File: config.mk
export PLATFORM = sky130hd
export DESIGN_NAME = event_encoder_8to3
export DESIGN_NICKNAME = d
export VERILOG_FILES = /design/src/rtl/event_encoder_8to3.sv
export SDC_FILE = /design/constraint.sdc
export NUM_CORES = 1
export LEC_CHECK = 0
export ABC_AREA = 1
export CORE_UTILIZATION = 47
export DETAILED_ROUTE_END_ITERATION = 10
export GPL_TIMING_DRIVEN = 0
export PLACE_DENSITY = 0.82
export SETUP_SLACK_MARGIN = 0.3
export SYNTH_ARGS = -nofsm -noshare
export SYNTH_HDL_FRONTEND = slang
export SYNTH_SLANG_ARGS = --single-unit
File: constraint.sdc
create_clock -name clk -period 2.64 [get_ports clk]
set_input_delay 0.66 -clock clk [delete_from_list [all_inputs] [get_ports clk]]
set_output_delay 0.66 -clock clk [all_outputs]
set_load 0.01 [all_outputs]
File: src/rtl/event_encoder_8to3.sv
// Collects events on eight request lines into a pending register and serves them
// one at a time as a registered 3-bit code with a valid/ready handshake.
module event_encoder_8to3 #(
  parameter bit HI_FIRST = 1'b1
) (
  input  logic       clk,
  input  logic       rst_n,
  input  logic [7:0] d,
  input  logic       out_ready,
  input  logic       ovf_clr,
  output logic       out_valid,
  output logic       x,
  output logic       y,
  output logic       z,
  output logic       out_multi,
  output logic [7:0] pending,
  output logic       ovf
);

  localparam logic ST_EMPTY = 1'b0;
  localparam logic ST_HOLD  = 1'b1;

  logic       state_q, state_d;
  logic [2:0] code_q, code_d;
  logic [7:0] pending_q, pending_d;
  logic       multi_q, multi_d;
  logic       ovf_q, ovf_d;

  logic [7:0] e;
  logic [7:0] e_rest;
  logic [2:0] sel;
  logic       slot_free;
  logic       ovf_set;

  assign e         = pending_q | d;
  assign slot_free = (state_q == ST_EMPTY) | out_ready;

  // Priority pick over the merged request vector; the last match in loop order wins.
  always_comb begin
    sel = 3'd0;
    if (HI_FIRST) begin
      for (int i = 0; i < 8; i++)
        if (e[i]) sel = 3'(i);
    end else begin
      for (int i = 7; i >= 0; i--)
        if (e[i]) sel = 3'(i);
    end
  end

  assign e_rest = e & ~(8'b1 << sel);

  // A repeat on a pending line, or on the line whose code is stalled at the output.
  assign ovf_set = (|(d & pending_q)) |
                   ((state_q == ST_HOLD) & ~out_ready & d[code_q]);

  always_comb begin
    state_d   = state_q;
    code_d    = code_q;
    pending_d = pending_q;
    multi_d   = multi_q;
    ovf_d     = ovf_set | (ovf_q & ~ovf_clr);
    if (slot_free) begin
      if (|e) begin
        state_d   = ST_HOLD;
        code_d    = sel;
        pending_d = e_rest;
        multi_d   = |e_rest;
      end else begin
        state_d   = ST_EMPTY;
        pending_d = 8'h00;
        multi_d   = 1'b0;
      end
    end else begin
      pending_d = pending_q | d;
    end
  end

  always_ff @(posedge clk or negedge rst_n) begin
    if (!rst_n) begin
      state_q   <= ST_EMPTY;
      code_q    <= 3'd0;
      pending_q <= 8'h00;
      multi_q   <= 1'b0;
      ovf_q     <= 1'b0;
    end else begin
      state_q   <= state_d;
      code_q    <= code_d;
      pending_q <= pending_d;
      multi_q   <= multi_d;
      ovf_q     <= ovf_d;
    end
  end

  assign out_valid = state_q;
  assign x         = code_q[2];
  assign y         = code_q[1];
  assign z         = code_q[0];
  assign out_multi = multi_q;
  assign pending   = pending_q;
  assign ovf       = ovf_q;

endmodule

==> flow_summary.json <==
{
  "hold_viol": 0,
  "dp_cells": 144,
  "overflow": 0,
  "setup_violations": 0,
  "n_antenna_cell": 0,
  "synth_edf_count": 0,
  "syn_avg_cell_area_sq_um": 7.65,
  "holdWs_ns": 0.488,
  "critical-path-top-delay-family": "buffers and inverters",
  "port_buffers": 25,
  "yosys.area.top_type": "dfrtp_1",
  "ys_seq_area_frac": 0.444,
  "area_growth_pct": 38.9,
  "cp.required_ns": 1.98,
  "fin_setup_tns_ns": 0,
  "netlist.area_leader.share": 0.444,
  "start_util": 0.511,
  "cap_viol_max_count": 0,
  "drt_iter0_markers": 17,
  "grt_antenna_before_repair": 0,
  "grt_max_degree": 15,
  "post_dp_cell_area_sq_um": 1060,
  "clk_latency_ns": 0.29,
  "critPathBufInv": 1,
  "worstPathCellList": "clkdlybuf4s50_1",
  "hold_buffers": 0,
  "drv_slew": 0,
  "rsz0062_at_grt": "no",
  "min_path_type": "reg2reg",
  "cp_slowest_cell": "clkdlybuf4s50_1",
  "start_kind": "flop",
  "drcViolationCount": 0,
  "io_pins": 26,
  "dpl.hpwl_mm": 1.47,
  "synth_most_common_cell": "nand2_1",
  "syn_nets": 115,
  "die_area_sq_um": 1840,
  "synth-async-reset-ratio": 1.00,
  "nFillCells": 125,
  "die_y_um": 43.0,
  "grt_pass1_vias": 743,
  "track_usage": 0.238,
  "fin_util": 0.710,
  "pre_cts_slack_ns": 0.340,
  "min_from": "out_multi$_DFFE_PN0N_",
  "r2r-start": "pending[4]$_DFF_PN0_",
  "final_cells": 148,
  "p_total_mw": 0.479,
  "finalWorstSetupSlack_ns": 0.624,
  "syn_inst": 103,
  "nets": 145,
  "worst-endpoint-arrival_ns": 1.36,
  "startpoint": "code_q[0]$_DFFE_PN0P_",
  "clk_pin_slew_ns": 0.08,
  "path_max_fanout": 8,
  "grt_pass1_wl_mm": 3.17,
  "yosys-top-cells-area": "dfrtp_1 44%, nand2_1 13%, inv_1 5.2%",
  "synth_commonest_cells": "27 x nand2_1, 14 x dfrtp_1, 11 x inv_1, 9 x nor2_1",
  "stdcell_area_sq_um": 1090,
  "ys_types": 22,
  "row_count": 14,
  "period_needed_ns": 2.02,
  "criticalPathCategory": "reg2out",
  "slew_headroom": 0.571,
  "fin_crit_sh": 0.764,
  "cts_tree": "built",
  "cts_setup_buffers": 0,
  "cts_sinks": 14,
  "num_vias": 801,
  "htree_num_levels": 1,
  "dieWidth_um": 43.0,
  "root_buffer": "clkbuf_4",
  "fmax_mhz": 496,
  "ant_nets": 0,
  "fin_skew_ns": 0.00324,
  "yosysWarnings": 0,
  "firstDrtPassIters": 5,
  "cts_resized": 0,
  "peakVddDrop_mv": 0.391,
  "cts-buffers-inserted": 3,
  "synth_seq_cells": 14,
  "clk_path_buf_depth": 2,
  "slowest_delay_ns": 0.58,
  "p_per_area_nw_per_um2": 437,
  "place_congestion": 0.815,
  "coreArea_sq_um": 1540,
  "routed_wl_mm": 1.87,
  "cellLeakagePower_nw": 0.468,
  "wire_per_inst_um": 12.6,
  "status": "complete, no violations",
  "endpoint_kind": "output pin",
  "worst_pin_slew_ns": 0.641,
  "drive_gt1_frac": 0.129,
  "syn_area_sq_um": 788,
  "synth_ff_type": "dfrtp_1",
  "vias_per_cell": 5.41
}
## area by class of cell
type	instances	area, sq um	area share
clock buffer	4	36.3	0.0331
inverter	14	52.6	0.0480
multi-input combinational	75	385	0.352
tap	16	20.0	0.0183
sequential	14	350	0.320
timing repair buffer	25	250	0.229
## power by group
| group | internal [mW] | switching [mW] |
|---|---|---|
| Combinational | 0.0433 | 0.0411 |
| Sequential | 0.223 | 0.0112 |
| Clock | 0.0842 | 0.0763 |
## placed cells by master, fill, tap and decap left out, types with 2 or more instances in the layout
master / instances
clkdlybuf4s50_1: 25
o211ai_1: 2
a21oi_1: 8
nor2_4: 3
o21ai_1: 3
dfrtp_1: 14
clkbuf_4: 3
nor2_2: 3
inv_1: 11
nand2_1: 27
nor2_1: 9
nand2_2: 3
o21ai_0: 8
inv_2: 2
## path summary, 6_finish.rpt
path                            cells past startpoint               endpoint  slack (ns)
worst max-delay path                                1                      z        0.62
worst min-delay path                                2  out_multi$_DFFE_PN0N_        0.49
worst max register to register                     10  out_multi$_DFFE_PN0N_        1.08
worst min register to register                      2  out_multi$_DFFE_PN0N_        0.49
max in group asynchronous                           1  code_q[1]$_DFFE_PN0P_        1.47
min in group asynchronous                           1          ovf$_DFF_PN0_        0.76
## cells by family (layout without fill, tap and decap cells)
kind of cell           Yosys count  count (layout)  share of synthesized area
AO/OA/AOI/OAI                   26              26                      0.189
flip-flops                      14              14                      0.444
buffers and inverters           14              43                     0.0667
AND/OR/NAND/NOR                 49              49                      0.300
## per-layer routing
layer  GRT usage  wire length (um)
met5           0                 0
met3      0.0383               114
met4       0.158                75
met2       0.358               874
met1       0.313               807
## registers in the layout, indices dropped and copies added, names as in the netlist
register / count
pending: 8
ovf: 1
out_multi: 1
out_valid: 1
code_q: 3
(Power assumes the default switching activity.)
